[src/rtl/fetch_pkg.sv]
// fetch_pkg: shared types and constants for the program-counter fetch stage
package fetch_pkg;
    typedef enum logic [1:0] {IDLE, RUN, DONE} fetch_state_t;
    localparam int PC_W = 10;
    localparam int INSTR_W = 9;
    localparam int CNT_W = 16;
    localparam logic [PC_W-1:0] PC_RESET = '0;
endpackage

[src/rtl/pc_next_calc.sv]
// pc_next_calc: combinational next-address select (sequential, absolute or relative branch)
module pc_next_calc #(
    parameter int PC_W = fetch_pkg::PC_W
) (
    input  logic [PC_W-1:0] i_pc,
    input  logic            i_branch_en,
    input  logic            i_branch_abs,
    input  logic [PC_W-1:0] i_target,
    output logic [PC_W-1:0] o_next_pc
);
    // Relative offsets are two's complement, so a plain PC_W-bit add wraps correctly
    assign o_next_pc = !i_branch_en ? i_pc + PC_W'(1) :
                       i_branch_abs ? i_target : i_pc + i_target;
endmodule

[src/rtl/prog_ctr_fetch.sv]
// prog_ctr_fetch: PC register, start/halt FSM and saturating RUN cycle counter
module prog_ctr_fetch
    import fetch_pkg::*;
#(
    parameter int PC_W = fetch_pkg::PC_W,
    parameter int CNT_W = fetch_pkg::CNT_W
) (
    input  logic             i_clk,
    input  logic             i_reset,
    input  logic             i_start,
    input  logic [PC_W-1:0]  i_start_addr,
    input  logic             i_halt,
    input  logic             i_stall,
    input  logic             i_branch_en,
    input  logic             i_branch_abs,
    input  logic [PC_W-1:0]  i_target,
    output logic [PC_W-1:0]  o_prog_ctr,
    output logic             o_running,
    output logic             o_done,
    output logic [CNT_W-1:0] o_cycle_cnt
);
    fetch_state_t     r_state;
    logic [PC_W-1:0]  r_pc;
    logic [CNT_W-1:0] r_cnt;
    logic [PC_W-1:0]  w_next_pc;
    logic [CNT_W-1:0] w_cnt_inc;

    pc_next_calc #(.PC_W(PC_W)) u_pc_next (
        .i_pc        (r_pc),
        .i_branch_en (i_branch_en),
        .i_branch_abs(i_branch_abs),
        .i_target    (i_target),
        .o_next_pc   (w_next_pc)
    );

    assign w_cnt_inc = (&r_cnt) ? r_cnt : r_cnt + CNT_W'(1);

    always_ff @(posedge i_clk or posedge i_reset) begin
        if (i_reset) begin
            r_state <= IDLE;
            r_pc    <= PC_W'(PC_RESET);
            r_cnt   <= '0;
        end else begin
            case (r_state)
                RUN: begin
                    r_cnt <= w_cnt_inc;
                    if (i_halt)
                        r_state <= DONE;
                    else if (!i_stall)
                        r_pc <= w_next_pc;
                end
                IDLE, DONE: begin
                    if (i_start) begin
                        r_state <= RUN;
                        r_pc    <= i_start_addr;
                        r_cnt   <= '0;
                    end
                end
                default: r_state <= IDLE;
            endcase
        end
    end

    assign o_prog_ctr  = r_pc;
    assign o_running   = (r_state == RUN);
    assign o_done      = (r_state == DONE);
    assign o_cycle_cnt = r_cnt;
endmodule
[config.mk]
export PLATFORM = sky130hd
export DESIGN_NAME = prog_ctr_fetch
export DESIGN_NICKNAME = d
export VERILOG_FILES = /design/src/rtl/fetch_pkg.sv /design/src/rtl/pc_next_calc.sv /design/src/rtl/prog_ctr_fetch.sv
export SDC_FILE = /design/constraint.sdc
export NUM_CORES = 1
export LEC_CHECK = 0
export CELL_PAD_IN_SITES_DETAIL_PLACEMENT = 1
export CELL_PAD_IN_SITES_GLOBAL_PLACEMENT = 1
export CORE_MARGIN = 2
export CORE_UTILIZATION = 37
export CTS_BUF_LIST = sky130_fd_sc_hd__clkbuf_8
export CTS_CLUSTER_DIAMETER = 200
export DETAILED_ROUTE_END_ITERATION = 12
export GPL_ROUTABILITY_DRIVEN = 0
export PLACE_DENSITY = 0.91
export SYNTH_ARGS = -nofsm -noshare
export SYNTH_HDL_FRONTEND = slang
export SYNTH_SLANG_ARGS = --single-unit
[constraint.sdc]
create_clock -name i_clk -period 3.07 [get_ports i_clk]
set_clock_uncertainty 0.15 [all_clocks]
set_input_delay 0.307 -clock i_clk [delete_from_list [all_inputs] [get_ports i_clk]]
set_output_delay 0.307 -clock i_clk [all_outputs]
set_load 0.01 [all_outputs]
After elaboration in Yosys (flattened, before gate mapping)
Cells that the tools add are included.

Output and inout bits: 28. Register bits: 28. Logic and storage cells: 32. Bits of input ports: 27.

Reduce and logical (&&, ||, !) cells: 7. Eq/ne operators: 7. Multiplexer cells: 12. $add $sub $neg: 3.

Operator list (number): $mux W10 (5); $mux W16 (2); $pmux W16 S2 (1); $pmux W10 S2 (1); $add A16 B1 Y16 const B (1); $reduce_and A16 Y1 (1); $add A10 B1 Y10 const B (1); $add A10 B10 Y10 (1); $ne A2 B2 Y1 const B (5); $mux W2 (2); $pmux W2 S2 (1); $reduce_and A4 Y1 (1); $reduce_and A3 Y1 (1); $eq A2 B1 Y1 const B (1); $eq A2 B2 Y1 const B (1); $logic_not A2 Y1 (1); $reduce_and A2 Y1 (1); $reduce_bool A2 Y1 (1); $reduce_or A2 Y1 (1).

Depth between registers and ports, before layout
Depth in word-level cells: 6. Mapped depth: 8. Mapped depth without buffers: 8.

Cells and area by module
Synthesis repeated with hierarchy kept, for this count alone.

Cell total of the unflattened synthesis: 271. Area total of the unflattened synthesis: 2377.3 µm².

Modules (own cells, without submodules): prog_ctr_fetch (times used 1, cells each 161, sequential area each 700.7 µm², area an instance 1564.0 µm²); pc_next_calc (times used 1, cells each 110, sequential area each 0.0 µm², area an instance 813.3 µm²).

Least setup slack after synthesis
OpenSTA, ideal clock, no wires.

Kind: reg2reg. From: register r_pc[0], in the netlist o_prog_ctr[0]. To: register r_pc[8], in the netlist o_prog_ctr[8]. Cell stages (with the launch flop): 9. Period minus slack after synthesis: 2.251 ns. Required time: 2.791 ns. Buffers on the path: 0. Library setup time: 0.129 ns. Path slack: 0.819 ns. Arrival time: 1.972 ns. Path through: dfrtp_1 > ha_1 > fa_1 > a21o_1 > a211oi_1 > o21ai_0 > nand3_1 > nor3b_1 > o21ai_0.

Longest elaborated chain between the ends: 6. Elaborated cells on any way between the ends: 7. Classes of those cells: add/sub: 2; mux: 5.

RTL lines: start: declaration (line prog_ctr_fetch.sv:23) `logic [PC_W-1:0] r_pc;`; start signal: assignment (line prog_ctr_fetch.sv:41) `r_pc <= PC_W'(PC_RESET);`; start signal: assignment (line prog_ctr_fetch.sv:50) `r_pc <= w_next_pc;`; start signal: assignment (line prog_ctr_fetch.sv:55) `r_pc <= i_start_addr;`; $add A10 B10 Y10 (line pc_next_calc.sv:13) `i_branch_abs ? i_target : i_pc + i_target;`; $mux W10 (line pc_next_calc.sv:13); $mux W10 * (line pc_next_calc.sv:12) `assign o_next_pc = !i_branch_en ? i_pc + PC_W'(1) :`; $mux W10 * (line prog_ctr_fetch.sv:49) `else if (!i_stall)`; $mux W10 * (line prog_ctr_fetch.sv:47) `if (i_halt)`; $pmux W10 S2 * (line prog_ctr_fetch.sv:44) `case (r_state)`.

Mark *: on every way between the ends. The rest lies on a longest branch, timed or not. The select of a mux whose other input is x is not followed. A chain may end at the register's enable or synchronous reset.

Worst setup path after layout
Ends and elaborated chain as after synthesis.

==> parameters.txt <==
Parameter                              Value

Status
  Run status    finished clean

Routing
  Detail Route met2 WL    3158 um
  Iteration count of the initial detailed-routing pass    4
  Number of DRC violations after detailed routing    0
  Final routed wirelength across all metal layers    roughly 6400 um
  Mean routed wirelength per cell    around 17 um
  Number of vias per cell after detailed routing    5.696
  Routed vias    about 2100
  Top routing layer in use    met4
  Met3 WL    226 um
  Routed metal-1 wire length    between 2000 and 3000 um
  Antenna-violating nets left    0
  DRT iter0 DRCs    between 100 and 150

Synthesis
  Number of enable-type register cells in the synthesized netlist    0
  Yosys reg bits    28
  Area of the mapped netlist    approximately 2100 um^2
  Average footprint of a synthesized cell    about 8.3 um^2
  Seq/Total Area, Yosys    between 30 and 40%
  Number of warning messages in the yosys log    0
  Number of different library cells in the post-synthesis netlist    between 40 and 50
  Total nets after synthesis    around 290
  Fraction of registers with async set/reset    100.0%
  Instance count of the mapped netlist    roughly 250
  Top flip-flop cell by instance count after synthesis    dfrtp_1

Floorplan
  DIE HEIGHT    ~79 um
  Chip Width    78.52 um
  Row Count    27
  Starting utilization of the core area    37.77%
  Placeable Area    approximately 5400 um^2
  Die Footprint    6165 um^2
  Ports placed on the boundary    55

Pwr
  Leakage power    1.121 nW
  Cell area power density    604.0 nW/um^2
  Sequential share of power    35.7%
  Part of the total power dissipated in combinational logic    approximately 52%
  Cell internal power dissipation    roughly 0.00095 W
  Worst IR Drop VDD    about 0.31 mV
  Overall Power    0.001638 W
  Sw Ratio    a little over two fifths
  Clock network fraction of design power    roughly 12%
  Net switching power figure    ~0.00069 W

STA
  Max_slew headroom    61.91%
  Endpoints failing hold    0
  Final clock period utilization by the worst path    85.30%
  Final Critical Period    about 2.6 ns
  Unrepaired setup endpoints after global routing    false
  Achievable clock frequency    approximately 0.38 GHz
  Final count of negative-setup-slack endpoints    0
  Sum of negative setup slack    0 ns
  Slew Limit Fails    0
  Actual slew at the worst max-slew pin    around 0.57 ns

Global routing
  Antenna violations before repair    0
  Vias in the first global route    ~2200
  Pin count of the biggest net entering global routing    29
  Total global-route track usage    20.88%
  Global route overflow    0
  First-pass GRT wire length    10410 um

CTS
  Gates resized, CTS repair    0
  Clock root cell    clkbuf_8
  Count of H-tree levels built during CTS    1
  Number of setup buffers added after CTS    0
  Clk buf depth    2
  Clock latency reported for the late side of the worst-skew pair    around 0.27 ns
  Clock tree from TritonCTS    yes
  Clock sink count    28
  Clock-pin slew on the worst setup and hold paths    roughly 0.090 ns
  # hold bufs at CTS    0
  Number of buffers inserted during clock tree synthesis    3

Layout
  Final instance area    around 2700 um^2
  Layout Cells excl Fill    372
  Leading cell type in the layout, fill and taps excluded    clkdlybuf4s50_1
  Number of diodes    0
  Number of nets in the layout    between 300 and 400
  Layout cells sized above 1    under 10%
  Area growth from synthesis to layout    32.03%
  Commonest non-fill, non-tap cells in the layout    clkdlybuf4s50_1, nor2_1, dfrtp_1
  Final standard cell utilization of the core    around half

Worst setup path
  CP endpoint    o_prog_ctr[8]
  Worst path required time    approximately 3.1 ns
  Most Frequent Cell on Critical Path    o21ai_0
  Worst R2R Setup Slack    around 0.45 ns
  Cell family with most CP delay    compound AO/OA/AOI/OAI gates
  Chain of cells forming the critical path    ha_1 > fa_1 > a21o_1 > a211oi_1 > o21ai_0 > nand3_1 > nor3b_1 > o21ai_0
  Arr. time, crit path    ~2.6 ns
  Crit. End Element    register
  Biggest cell delay along the critical path    ~0.47 ns
  Worst R2R Path Depth    8
  Crit Path Class    reg -> reg
  Worst Setup Start Kind    register
  Maximum fanout along the worst path    7
  Critical path depth    8
  Count of buffering cells on the critical path with inverters included    0
  Crit path from    o_prog_ctr[0]
  Startpoint of the lowest-slack register-to-register path    o_prog_ctr[0]
  Max stage delay cell, worst path    dfrtp_1
  Worst r2r dst    o_prog_ctr[8]

Job
  Count of maximum capacitance violations    0

Hold path
  Worst hold path class    in -> async

Placed design
  Cell Count Post-Placement    369
  Count of input and output buffers    54
  DP Area    between 2000 and 3000 um^2
  HPWL reported at the end of detailed placement    around 4900 um
## per-stage QoR
| stage | setup slack [ns] | hold WS [ns] |
|---|---|---|
| final | 0.4512 | 0.2525 |
| after global routing | 0.3785 | 0.2973 |
| after CTS | 0.4847 | 0.2666 |
| after detailed placement | 0.2313 | 0.3995 |
| after global placement | 0.3943 | 0.3907 |
| after floorplan | 0.8186 | 0.2224 |
## cells by family after synthesis
logic type	after synthesis	synth area share, %
adders and majority gates	12	7.674
muxes	4	2.010
xor gates and xnor gates	21	8.953
buffers and inverters	17	3.776
DFF	28	34.10
and+or+nand+nor	101	24.67
AOI/OAI and AO/OA	64	18.82
## final cells by class
cell class | count | area (um^2)
inverter | 9 | 33.78
multi-input combinational | 202 | 1276
clock buffer | 3 | 41.29
fill | 666 | 2726
sequential | 28 | 700.7
timing repair buffer | 58 | 570.5
tap | 72 | 90.09
## registers in the layout (all words and copies together) (netlist names)
| register | cells |
|---|---|
| o_prog_ctr | 10 |
| o_cycle_cnt | 16 |
| r_state | 2 |
## worst min path at each step
stage | from | end | slack (ns) | depth (start not counted)
floorplan | i_reset | o_cycle_cnt[0] | 0.22 | 1
global route | i_reset | o_prog_ctr[7] | 0.30 | 3
CTS | i_reset | o_prog_ctr[9] | 0.27 | 3
detailed placement | o_cycle_cnt[3] | o_cycle_cnt[3] | 0.40 | 1
global placement | o_cycle_cnt[3] | o_cycle_cnt[3] | 0.39 | 1
finish | i_reset | o_prog_ctr[9] | 0.25 | 3
## worst register-to-register path, delay by kind of cell, from the launching register on
family | cells | cell delay (ns)
flip-flops | 1 | 0.47
AND/OR/NAND/NOR | 2 | 0.32
AO/OA/AOI/OAI | 4 | 0.90
adder cells (fa/ha/maj) | 2 | 0.66
## power by group through the flow
stage	logic [W]	clock network, W	registers [W]
after CTS	0.000853	0.000204	0.000581
final	0.000852	0.000202	0.000585
after detailed placement	0.000846	0	0.000585
after floorplan	0.000515	0	0.000568
after global placement	0.000805	0	0.000579
after global routing	0.000944	0.000220	0.000597
## cell usage after synthesis, types with 2 or more instances
library cell / n / area share, %
o221ai_1: 3 / 1.3
nor3b_1: 3 / 1.1
o211ai_1: 2 / 0.73
ha_1: 11 / 6.7
nand3_1: 16 / 3.9
nor2b_1: 2 / 0.61
or3_1: 3 / 0.91
inv_1: 9 / 1.6
and3_1: 6 / 1.8
a21oi_1: 21 / 5.1
nand4_1: 3 / 0.91
mux2i_1: 3 / 1.5
nor2_1: 32 / 5.8
a31oi_1: 6 / 1.8
nor3_1: 5 / 1.2
xor2_1: 9 / 3.8
nand3b_1: 2 / 0.73
a22o_1: 3 / 1.3
o31ai_1: 2 / 0.73
xnor2_1: 12 / 5.1
dfrtp_1: 28 / 34
nand2b_1: 3 / 0.91
nand2_1: 20 / 3.7
clkbuf_1: 5 / 0.91
o22ai_1: 4 / 1.2
o21ai_0: 16 / 3.9
## per-layer routing
metal / vias to the layer above / global-route usage, %
met5: - / 0
met1: 1039 / 25.92
met4: 0 / 7.368
met3: 15 / 2.644
li1: 1000 / -
met2: 65 / 37.01
Note: power is estimated with default switching activity, not from simulation.
